`config.mk`:
```
export PLATFORM = sky130hd
export DESIGN_NAME = demux_stream_flat
export DESIGN_NICKNAME = d
export VERILOG_FILES = /design/src/rtl/demux_pkg.sv /design/src/rtl/demux_stream_if.sv /design/src/rtl/demux_slot.sv /design/src/rtl/demux_stream.sv /design/src/flat_wrapper.sv
export SDC_FILE = /design/constraint.sdc
export NUM_CORES = 1
export LEC_CHECK = 0
export CORE_AREA = 5 5 42 44
export CTS_CLUSTER_DIAMETER = 60
export DETAILED_ROUTE_END_ITERATION = 8
export DIE_AREA = 0 0 47 49
export DONT_BUFFER_PORTS = 1
export GPL_ROUTABILITY_DRIVEN = 0
export GPL_TIMING_DRIVEN = 0
export PLACE_DENSITY = 0.45
export REMOVE_ABC_BUFFERS = 1
export SLEW_MARGIN = 20
export SYNTH_ARGS = -nofsm -noshare
export SYNTH_HDL_FRONTEND = slang
export SYNTH_SLANG_ARGS = --single-unit
```
`constraint.sdc`:
```
create_clock -name clk -period 1.4 [get_ports clk]
set_clock_uncertainty 0.05 [all_clocks]
set_input_delay 0.35 -clock clk [delete_from_list [all_inputs] [get_ports clk]]
set_output_delay 0.35 -clock clk [all_outputs]
set_load 0.01 [all_outputs]
```
`src/rtl/demux_pkg.sv`:
```
// Shared constants and types for the 1:2 stream demultiplexer.
package demux_pkg;

    localparam int unsigned DEMUX_WIDTH_DEFAULT = 3;
    localparam int unsigned DEMUX_CNT_W = 8;

    typedef enum logic {
        CH_A = 1'b0,
        CH_B = 1'b1
    } demux_ch_t;

endpackage

```
`src/rtl/demux_stream_if.sv`:
```
// Producer-side input stream plus the two consumer channels of demux_stream.
interface demux_stream_if
    import demux_pkg::*;
#(
    parameter int unsigned WIDTH = DEMUX_WIDTH_DEFAULT
);
    logic [WIDTH-1:0] in_data;
    logic             in_sel;
    logic             in_valid;
    logic             in_ready;
    logic [WIDTH-1:0] a_data;
    logic             a_valid;
    logic             a_ready;
    logic [WIDTH-1:0] b_data;
    logic             b_valid;
    logic             b_ready;

    // Environment side: producer and both consumers.
    modport master (
        output in_data, in_sel, in_valid, a_ready, b_ready,
        input  in_ready, a_data, a_valid, b_data, b_valid
    );

    modport slave (
        input  in_data, in_sel, in_valid, a_ready, b_ready,
        output in_ready, a_data, a_valid, b_data, b_valid
    );
endinterface

```
`src/rtl/demux_slot.sv`:
```
// One-entry output register slot; optional drain counter under DEMUX_COUNT_EN.
module demux_slot
    import demux_pkg::*;
#(
    parameter int unsigned WIDTH = DEMUX_WIDTH_DEFAULT
) (
    input  logic                   clk,
    input  logic                   rst,
    input  logic                   fill,
    input  logic [WIDTH-1:0]       fill_data,
    output logic [WIDTH-1:0]       out_data,
    output logic                   out_valid,
    input  logic                   out_ready,
    output logic                   can_fill
`ifdef DEMUX_COUNT_EN
    ,
    output logic [DEMUX_CNT_W-1:0] count
`endif
);
    logic drain;

    assign drain    = out_valid && out_ready;
    assign can_fill = !out_valid || out_ready;

    // Fill wins over drain so a simultaneous drain+fill reloads and stays full.
    always_ff @(posedge clk) begin
        if (rst) begin
            out_valid <= 1'b0;
            out_data  <= '0;
        end else if (fill) begin
            out_valid <= 1'b1;
            out_data  <= fill_data;
        end else if (drain) begin
            out_valid <= 1'b0;
        end
    end

`ifdef DEMUX_COUNT_EN
    always_ff @(posedge clk) begin
        if (rst) begin
            count <= '0;
        end else if (drain) begin
            count <= count + 1'b1;
        end
    end
`endif

endmodule

```
`src/rtl/demux_stream.sv`:
```
// Registered 1:2 stream demultiplexer; in_sel steers each word to slot A or B.
// Optional per-channel delivered-word counters under DEMUX_COUNT_EN.
module demux_stream
    import demux_pkg::*;
#(
    parameter int unsigned WIDTH = DEMUX_WIDTH_DEFAULT
) (
    input  logic                   clk,
    input  logic                   rst,
    demux_stream_if.slave          bus
`ifdef DEMUX_COUNT_EN
    ,
    output logic [DEMUX_CNT_W-1:0] a_count,
    output logic [DEMUX_CNT_W-1:0] b_count
`endif
);
    demux_ch_t sel;
    logic      a_can_fill;
    logic      b_can_fill;
    logic      accept;
    logic      a_fill;
    logic      b_fill;

    assign sel = demux_ch_t'(bus.in_sel);

    // Only the selected slot gates acceptance, so a stalled peer never blocks.
    assign bus.in_ready = (sel == CH_B) ? b_can_fill : a_can_fill;
    assign accept       = bus.in_valid && bus.in_ready;
    assign a_fill       = accept && (sel == CH_A);
    assign b_fill       = accept && (sel == CH_B);

    demux_slot #(
        .WIDTH (WIDTH)
    ) u_slot_a (
        .clk       (clk),
        .rst       (rst),
        .fill      (a_fill),
        .fill_data (bus.in_data),
        .out_data  (bus.a_data),
        .out_valid (bus.a_valid),
        .out_ready (bus.a_ready),
        .can_fill  (a_can_fill)
`ifdef DEMUX_COUNT_EN
        ,
        .count     (a_count)
`endif
    );

    demux_slot #(
        .WIDTH (WIDTH)
    ) u_slot_b (
        .clk       (clk),
        .rst       (rst),
        .fill      (b_fill),
        .fill_data (bus.in_data),
        .out_data  (bus.b_data),
        .out_valid (bus.b_valid),
        .out_ready (bus.b_ready),
        .can_fill  (b_can_fill)
`ifdef DEMUX_COUNT_EN
        ,
        .count     (b_count)
`endif
    );

endmodule
```
`src/flat_wrapper.sv`:
```
// flat-port wrapper written by rule: the top's interface ports become plain ports
module demux_stream_flat import demux_pkg::*;
#(
    parameter int unsigned WIDTH = DEMUX_WIDTH_DEFAULT
)
  (clk, rst, bus_in_data, bus_in_sel, bus_in_valid, bus_a_ready, bus_b_ready, bus_in_ready, bus_a_data, bus_a_valid, bus_b_data, bus_b_valid);
  demux_stream_if #(.WIDTH(WIDTH)) bus_i ();
  input  logic clk;
  input  logic rst;
  input wire logic [$bits(bus_i.in_data)-1:0] bus_in_data;
  input wire logic [$bits(bus_i.in_sel)-1:0] bus_in_sel;
  input wire logic [$bits(bus_i.in_valid)-1:0] bus_in_valid;
  input wire logic [$bits(bus_i.a_ready)-1:0] bus_a_ready;
  input wire logic [$bits(bus_i.b_ready)-1:0] bus_b_ready;
  output wire logic [$bits(bus_i.in_ready)-1:0] bus_in_ready;
  output wire logic [$bits(bus_i.a_data)-1:0] bus_a_data;
  output wire logic [$bits(bus_i.a_valid)-1:0] bus_a_valid;
  output wire logic [$bits(bus_i.b_data)-1:0] bus_b_data;
  output wire logic [$bits(bus_i.b_valid)-1:0] bus_b_valid;
  assign bus_i.in_data = bus_in_data;
  assign bus_i.in_sel = bus_in_sel;
  assign bus_i.in_valid = bus_in_valid;
  assign bus_i.a_ready = bus_a_ready;
  assign bus_i.b_ready = bus_b_ready;
  assign bus_in_ready = bus_i.in_ready;
  assign bus_a_data = bus_i.a_data;
  assign bus_a_valid = bus_i.a_valid;
  assign bus_b_data = bus_i.b_data;
  assign bus_b_valid = bus_i.b_valid;
  demux_stream #(.WIDTH(WIDTH)) u_core (.clk(clk), .rst(rst), .bus(bus_i));
endmodule
```
==> results of run 1 <==
## final cells by class
class,count,share of cell area [%]
Multi-Input combinational cell,23,46.3
Sequential cell,8,40.0
Clock buffer,3,5.37
Tap cell,16,4.78
Timing Repair Buffer,2,3.58
## flip-flops by register name, indices dropped and copies added, names as in the netlist
register                   cells
u_core.u_slot_a.out_data       3
u_core.u_slot_b.out_data       3
u_core.u_slot_a.out_valid      1
u_core.u_slot_b.out_valid      1
## layer usage
metal	vias up	track usage (%)	share of wire (%)
li1	116	-	-
met1	109	6.86	38
met2	18	8.60	42
met3	3	5.54	17
met4	0	5.53	2.8
met5	-	0	0
## where the power goes
group / internal (mW) / leakage, nW / switching, mW
Combinational: 0.0261 / 0.0963 / 0.0144
Clock: 0.0983 / 0.0138 / 0.0819
Sequential: 0.239 / 0.0669 / 0.0151
## timing repair
action	4_1_cts	5_1_grt
hold endpoints to repair	0	0
setup endpoints to repair	1	1
gates resized for setup	3	2
buffers inserted	0	2
cloned	0	0
pin swaps	0	0
## layout by cell type, fill, tap and decap left out
cell / n
sky130_fd_sc_hd__and3b_4: 1
sky130_fd_sc_hd__clkbuf_4: 3
sky130_fd_sc_hd__nand2b_1: 9
sky130_fd_sc_hd__nand2b_4: 2
sky130_fd_sc_hd__mux2i_1: 6
sky130_fd_sc_hd__dfxtp_1: 6
sky130_fd_sc_hd__dfxtp_4: 2
sky130_fd_sc_hd__mux2_4: 1
sky130_fd_sc_hd__nand3b_1: 1
sky130_fd_sc_hd__nand3_1: 1
sky130_fd_sc_hd__a21oi_1: 2
sky130_fd_sc_hd__buf_4: 2
## how the worst max path moves through the flow
stage	slack [ns]	to	cells past startpoint
floorplan	0.24	bus_in_ready	2
global placement	0.22	bus_in_ready	2
detailed placement	0.22	bus_in_ready	2
CTS	0.002	bus_in_ready	2
global route	0.004	bus_in_ready	2
finish	0.03	bus_in_ready	2
## synth_stat cells
cell type,n
sky130_fd_sc_hd__clkbuf_1,1
sky130_fd_sc_hd__a21oi_1,2
sky130_fd_sc_hd__nand3b_1,1
sky130_fd_sc_hd__nand2b_4,2
sky130_fd_sc_hd__nand2b_1,9
sky130_fd_sc_hd__dfxtp_1,8
sky130_fd_sc_hd__mux2_2,1
sky130_fd_sc_hd__mux2i_1,6
sky130_fd_sc_hd__and3b_4,1
sky130_fd_sc_hd__nand3_1,1
## metrics by stage
stage               util, %  power (mW)
floorplan                 -       0.292
global placement       26.4       0.298
detailed placement     26.4       0.298
CTS                    28.4       0.478
global route           29.9       0.494
finish                 29.9       0.475
## critical path: cells and delay by family, from the launching register on
family,cells,cell delay (ns)
DFF,1,0.37
muxes,1,0.29
and+or+nand+nor,1,0.06
## cells by family after synthesis
logic type / count (synthesis)
simple gates: 14
flops: 8
mux: 7
compound gates: 2
buf+inv: 1
==> flow_summary.toml, run 1 <==
[run_status]
status = "complete, no violations"

[critical_path]
worst-path-max-fanout = 4
flop2flop_setup_slack_ns = 0.37
setup.worst_path.class = "flop to primary output"
worst_setup_end_kind = "primary output"
r2r.worst_path.cells = 4
worst_reg2reg_path_startpoint = "u_core.u_slot_a.out_valid"
critical_path.cell_chain = "nand2b_4 > mux2_4"
critPathRequiredTime_ns = 1.00
cp-start-kind = "flop"
rr_endpoint = "u_core.u_slot_a.out_data[2]"
worstPathArrival_ns = 0.97
max_stage_delay_ns = 0.37
cell_with_the_largest_stage_delay_on_the_worst_path = "sky130_fd_sc_hd__dfxtp_4"
critPathLaunch = "u_core.u_slot_a.out_valid"

[sta]
fin_setup_tns_ns = 0
final.setup.worst_slack_ns = 0.0288
setup-violations-final = 0
rsz_0062_raised_after_global_routing = "false"
max_freq_ghz = 0.729
timing.final.max_slew_violations = 0
timing.final.crit_share_pct = 97.9
maxSlewHeadroom_pct = 84.5
hold_viol_final = 0
min_period_ns = 1.37
fin_hold_ws_ns = 0.0956
worst-slew-pin-transition_ns = 0.232

[drt]
drt-initial-drc-count = 0
count_of_vias_placed_by_the_detailed_router = 246
detail-route-antenna-nets = 0
drcViolationCount = 0
first_pass_iters = 1
viasPerCell = 4.73
routed_wl_um = 706
wire_per_inst_um = 13.6

[logic_synthesis]
synthesis.area_sq_um = 354
yosys.area.top_type = "sky130_fd_sc_hd__dfxtp_1"
dominant_combinational_cell_family_by_area_after_synthesis = "simple AND/OR/NAND/NOR gates"
muxShareOfSynthArea_pct = 20.1
ys_seq_elements = 8
yosys_warnings = 0
synth.avg_cell_area_sq_um = 11.1
synth_cells = 32
post_synthesis_compound_gate_area_fraction_pct = 2.83
largest_cells_by_area_after_synthesis = "sky130_fd_sc_hd__dfxtp_1, sky130_fd_sc_hd__mux2i_1, sky130_fd_sc_hd__nand2b_1, sky130_fd_sc_hd__nand2b_4, sky130_fd_sc_hd__and3b_4"
synth-simple-area-share_pct = 30.7
synthXorXnorAreaFrac_pct = 0
synth_adder_area_share_pct = 0
synth_top_area_share_pct = 45.2
synth_seq_area_share_pct = 45.2
post_synth_num_cell_types = 10

[power_and_ir_drop]
static-leakage-power_nw = 0.177
vdd.ir_drop.worst_mv = 0.375
cellPowerDensity_nw_per_um2 = 1130

[clock_network]
clockRootBuffer = "sky130_fd_sc_hd__clkbuf_4"
cts_num_sinks = 8
tritoncts_clock_tree = "built"
numCtsBuffers = 3
clock_tree.htree_level_count = 1
cts_hold_repair.buffers = 0
clk_pin_slew_ns = 0.06
clock_latency_ns = 0.26
cts.path.max_buffers = 2

[finish]
finalNonFillerCells = 52
finalNetCount = 47
area.growth.synth_to_final_pct = 18.4
multi_input_comb_area_sq_um = 194
n_fill_cell = 161
layout-drive-gt1-share_pct = 30.6
final_cell_area_sq_um = 419
antenna_cells = 0
ff_latch_area_sq_um = 168

[worst_hold_path]
min_from = "rst"
worstHoldPathType = "input port to flop"
min_to = "u_core.u_slot_b.out_valid"
worst_hold_path_cell_count = 1

[floorplanning]
die_area_sq_um = 2300
boundaryPins = 18
start_util_pct = 25.3
dieHeight_um = 49
coreArea_sq_um = 1400
row_count = 14
die_x_um = 47

[placed_design]
postPlaceCellArea_sq_um = 370
place_inst = 47
dp_slack_ns = 0.217
buffer_ports.inserted = 0
detailedPlacementHpwl_um = 528

[global_routing]
first_global_vias = 249
gr-total-overflow = 0
globalRouteTotalUtil_pct = 6.77
initial_antenna_violation_count = 0
grt_pass1_wl_um = 1040
maximum_number_of_pins_on_one_net_before_global_route_repair = 12

[run]
cap_viol_max_count = 0
(Power assumes the default switching activity.)
==> inputs of run 2 (changes only) <==
- CORE_AREA: 5 5 42 44 -> 2 2 39 41
- DIE_AREA: 0 0 47 49 -> 0 0 41 43
==> run 2 against run 1 <==
Maximum frequency grew 0.57%; flip-flop and latch count is the same; hold slack gained 0.013 ns; register-to-register slack is essentially flat; critical path depth is the same; via count shrank 0.41%; combinational power shrank 2%; cell count shrank 1.9%; non-clock buffer count shrank 1; critical path type unchanged; largest cell class unchanged; largest power group unchanged.
==> flow_summary.toml, run 2 (synthesized netlist as in run 1, its figures left out) <==
[finish]
mostFrequentLayoutCell = "sky130_fd_sc_hd__nand2b_1"
final_cell_mix = "sky130_fd_sc_hd__nand2b_1, sky130_fd_sc_hd__mux2i_1, sky130_fd_sc_hd__dfxtp_1, sky130_fd_sc_hd__clkbuf_4"
antenna_cells = 0
area.growth.synth_to_final_pct = 16.3
final_cell_area_sq_um = 412
finalNetCount = 46
finalNonFillerCells = 51
layout-drive-gt1-share_pct = 28.6
biggestRegsByFlops = "u_core.u_slot_a.out_data x3, u_core.u_slot_b.out_data x3"
n_fill_cell = 148

[clock_network]
clock_tree.htree_level_count = 1
clk_pin_slew_ns = 0.05
clockRootBuffer = "sky130_fd_sc_hd__clkbuf_4"
cts.path.max_buffers = 2
clock_latency_ns = 0.24
cts_num_sinks = 8
cts_hold_repair.buffers = 0
tritoncts_clock_tree = "built"
numCtsBuffers = 3

[sta]
worst-slew-pin-transition_ns = 0.242
fin_setup_tns_ns = 0
maxSlewHeadroom_pct = 83.8
max_freq_ghz = 0.733
final.setup.worst_slack_ns = 0.0366
timing.final.max_slew_violations = 0
setup-violations-final = 0
min_period_ns = 1.36
hold_viol_final = 0
timing.final.crit_share_pct = 97.4
rsz_0062_raised_after_global_routing = "true"

[critical_path]
worst_reg2reg_path_startpoint = "u_core.u_slot_a.out_valid"
rr_endpoint = "u_core.u_slot_a.out_data[0]"
setup.worst_path.class = "flop to primary output"
worst_setup_end_kind = "primary output"
flop2flop_setup_slack_ns = 0.37
critPathRequiredTime_ns = 1.00
worst-path-max-fanout = 4
r2r.worst_path.cells = 4
worstPathArrival_ns = 0.96
cp-start-kind = "flop"

[drt]
routed_wl_um = 684
first_pass_iters = 2
wire_per_inst_um = 13.4
drt-initial-drc-count = 1
drcViolationCount = 0
viasPerCell = 4.80
detail-route-antenna-nets = 0
count_of_vias_placed_by_the_detailed_router = 245

[floorplanning]
die_x_um = 41
dieHeight_um = 43
start_util_pct = 25.6
boundaryPins = 18
coreArea_sq_um = 1380
row_count = 14
die_area_sq_um = 1760

[global_routing]
first_global_vias = 279
gr-total-overflow = 0
initial_antenna_violation_count = 0
grt_pass1_wl_um = 1120
maximum_number_of_pins_on_one_net_before_global_route_repair = 12
globalRouteTotalUtil_pct = 9.96

[power_and_ir_drop]
vdd.ir_drop.worst_mv = 0.475
static-leakage-power_nw = 0.173
cellPowerDensity_nw_per_um2 = 1120

[placed_design]
dp_slack_ns = 0.208
buffer_ports.inserted = 0
postPlaceCellArea_sq_um = 370
detailedPlacementHpwl_um = 552
place_inst = 47

[worst_hold_path]
worst_hold_path_cell_count = 1
min_to = "u_core.u_slot_b.out_valid"
min_from = "rst"
worstHoldPathType = "input port to flop"

[run_status]
status = "complete, no violations"

[run]
cap_viol_max_count = 0
## run 2: changes by cell type in the layout (fill, tap and decap cells not counted), sizes merged
cell | previous run | this run
buf | 2 | 1
## run 2: through the flow
| step | hold WS, ns | util, % | total power [mW] |
|---|---|---|---|
| floorplan | 0.369 | - | 0.292 |
| global placement | 0.370 | 26.8 | 0.297 |
| detailed placement | 0.373 | 26.8 | 0.299 |
| CTS | 0.0950 | 28.8 | 0.478 |
| global route | 0.103 | 29.7 | 0.494 |
| finish | 0.109 | 29.7 | 0.462 |
## run 2: per-layer routing
layer	share of wire (%)	vias to the layer above	global-route usage, %
met1	36	115	9.39
met3	14	0	4.71
met2	50	14	15.3
met4	0	0	8.00
met5	0	-	0
li1	-	116	-
## run 2: power breakdown
part	internal, mW	switching [mW]
combinational	0.0250	0.0146
clock	0.0976	0.0706
sequential	0.239	0.0150
## run 2: what timing repair did
item,CTS,global route
setup endpoints to repair,1,1
resized for setup,3,2
hold endpoints to repair,0,0
buffers inserted,0,1
pin swaps,0,0
## run 2: worst max-delay path, cell delays in order (launching register included)
cell and delay [ns]:
sky130_fd_sc_hd__dfxtp_4 0.37, sky130_fd_sc_hd__nand2b_4 0.06, sky130_fd_sc_hd__mux2_4 0.29
## run 2: final cells by class
type / instances / area (sq um) / share of cell area, %
Tap cell: 16 / 20.0 / 4.86
Timing Repair Buffer: 1 / 7.51 / 1.82
Multi-Input combinational cell: 23 / 194 / 47.1
Sequential cell: 8 / 168 / 40.7
Clock buffer: 3 / 22.5 / 5.47
## run 2: how the worst max path moves through the flow
stage                   end  cells past startpoint                 startpoint  slack (ns)
2_1_floorplan  bus_in_ready                      2                bus_a_ready        0.24
5_1_grt        bus_in_ready                      2  u_core.u_slot_a.out_valid      -0.005
3_3_place_gp   bus_in_ready                      2  u_core.u_slot_b.out_valid        0.22
4_1_cts        bus_in_ready                      2  u_core.u_slot_b.out_valid      0.0009
3_5_place_dp   bus_in_ready                      2  u_core.u_slot_a.out_valid        0.21
6_report       bus_in_ready                      2  u_core.u_slot_a.out_valid        0.04
==> inputs of run 3 (changes only) <==
- GPL_ROUTABILITY_DRIVEN: 0 -> 1
==> results of run 3 <==
Final layout, timing and power as in run 2 (identical DEF).
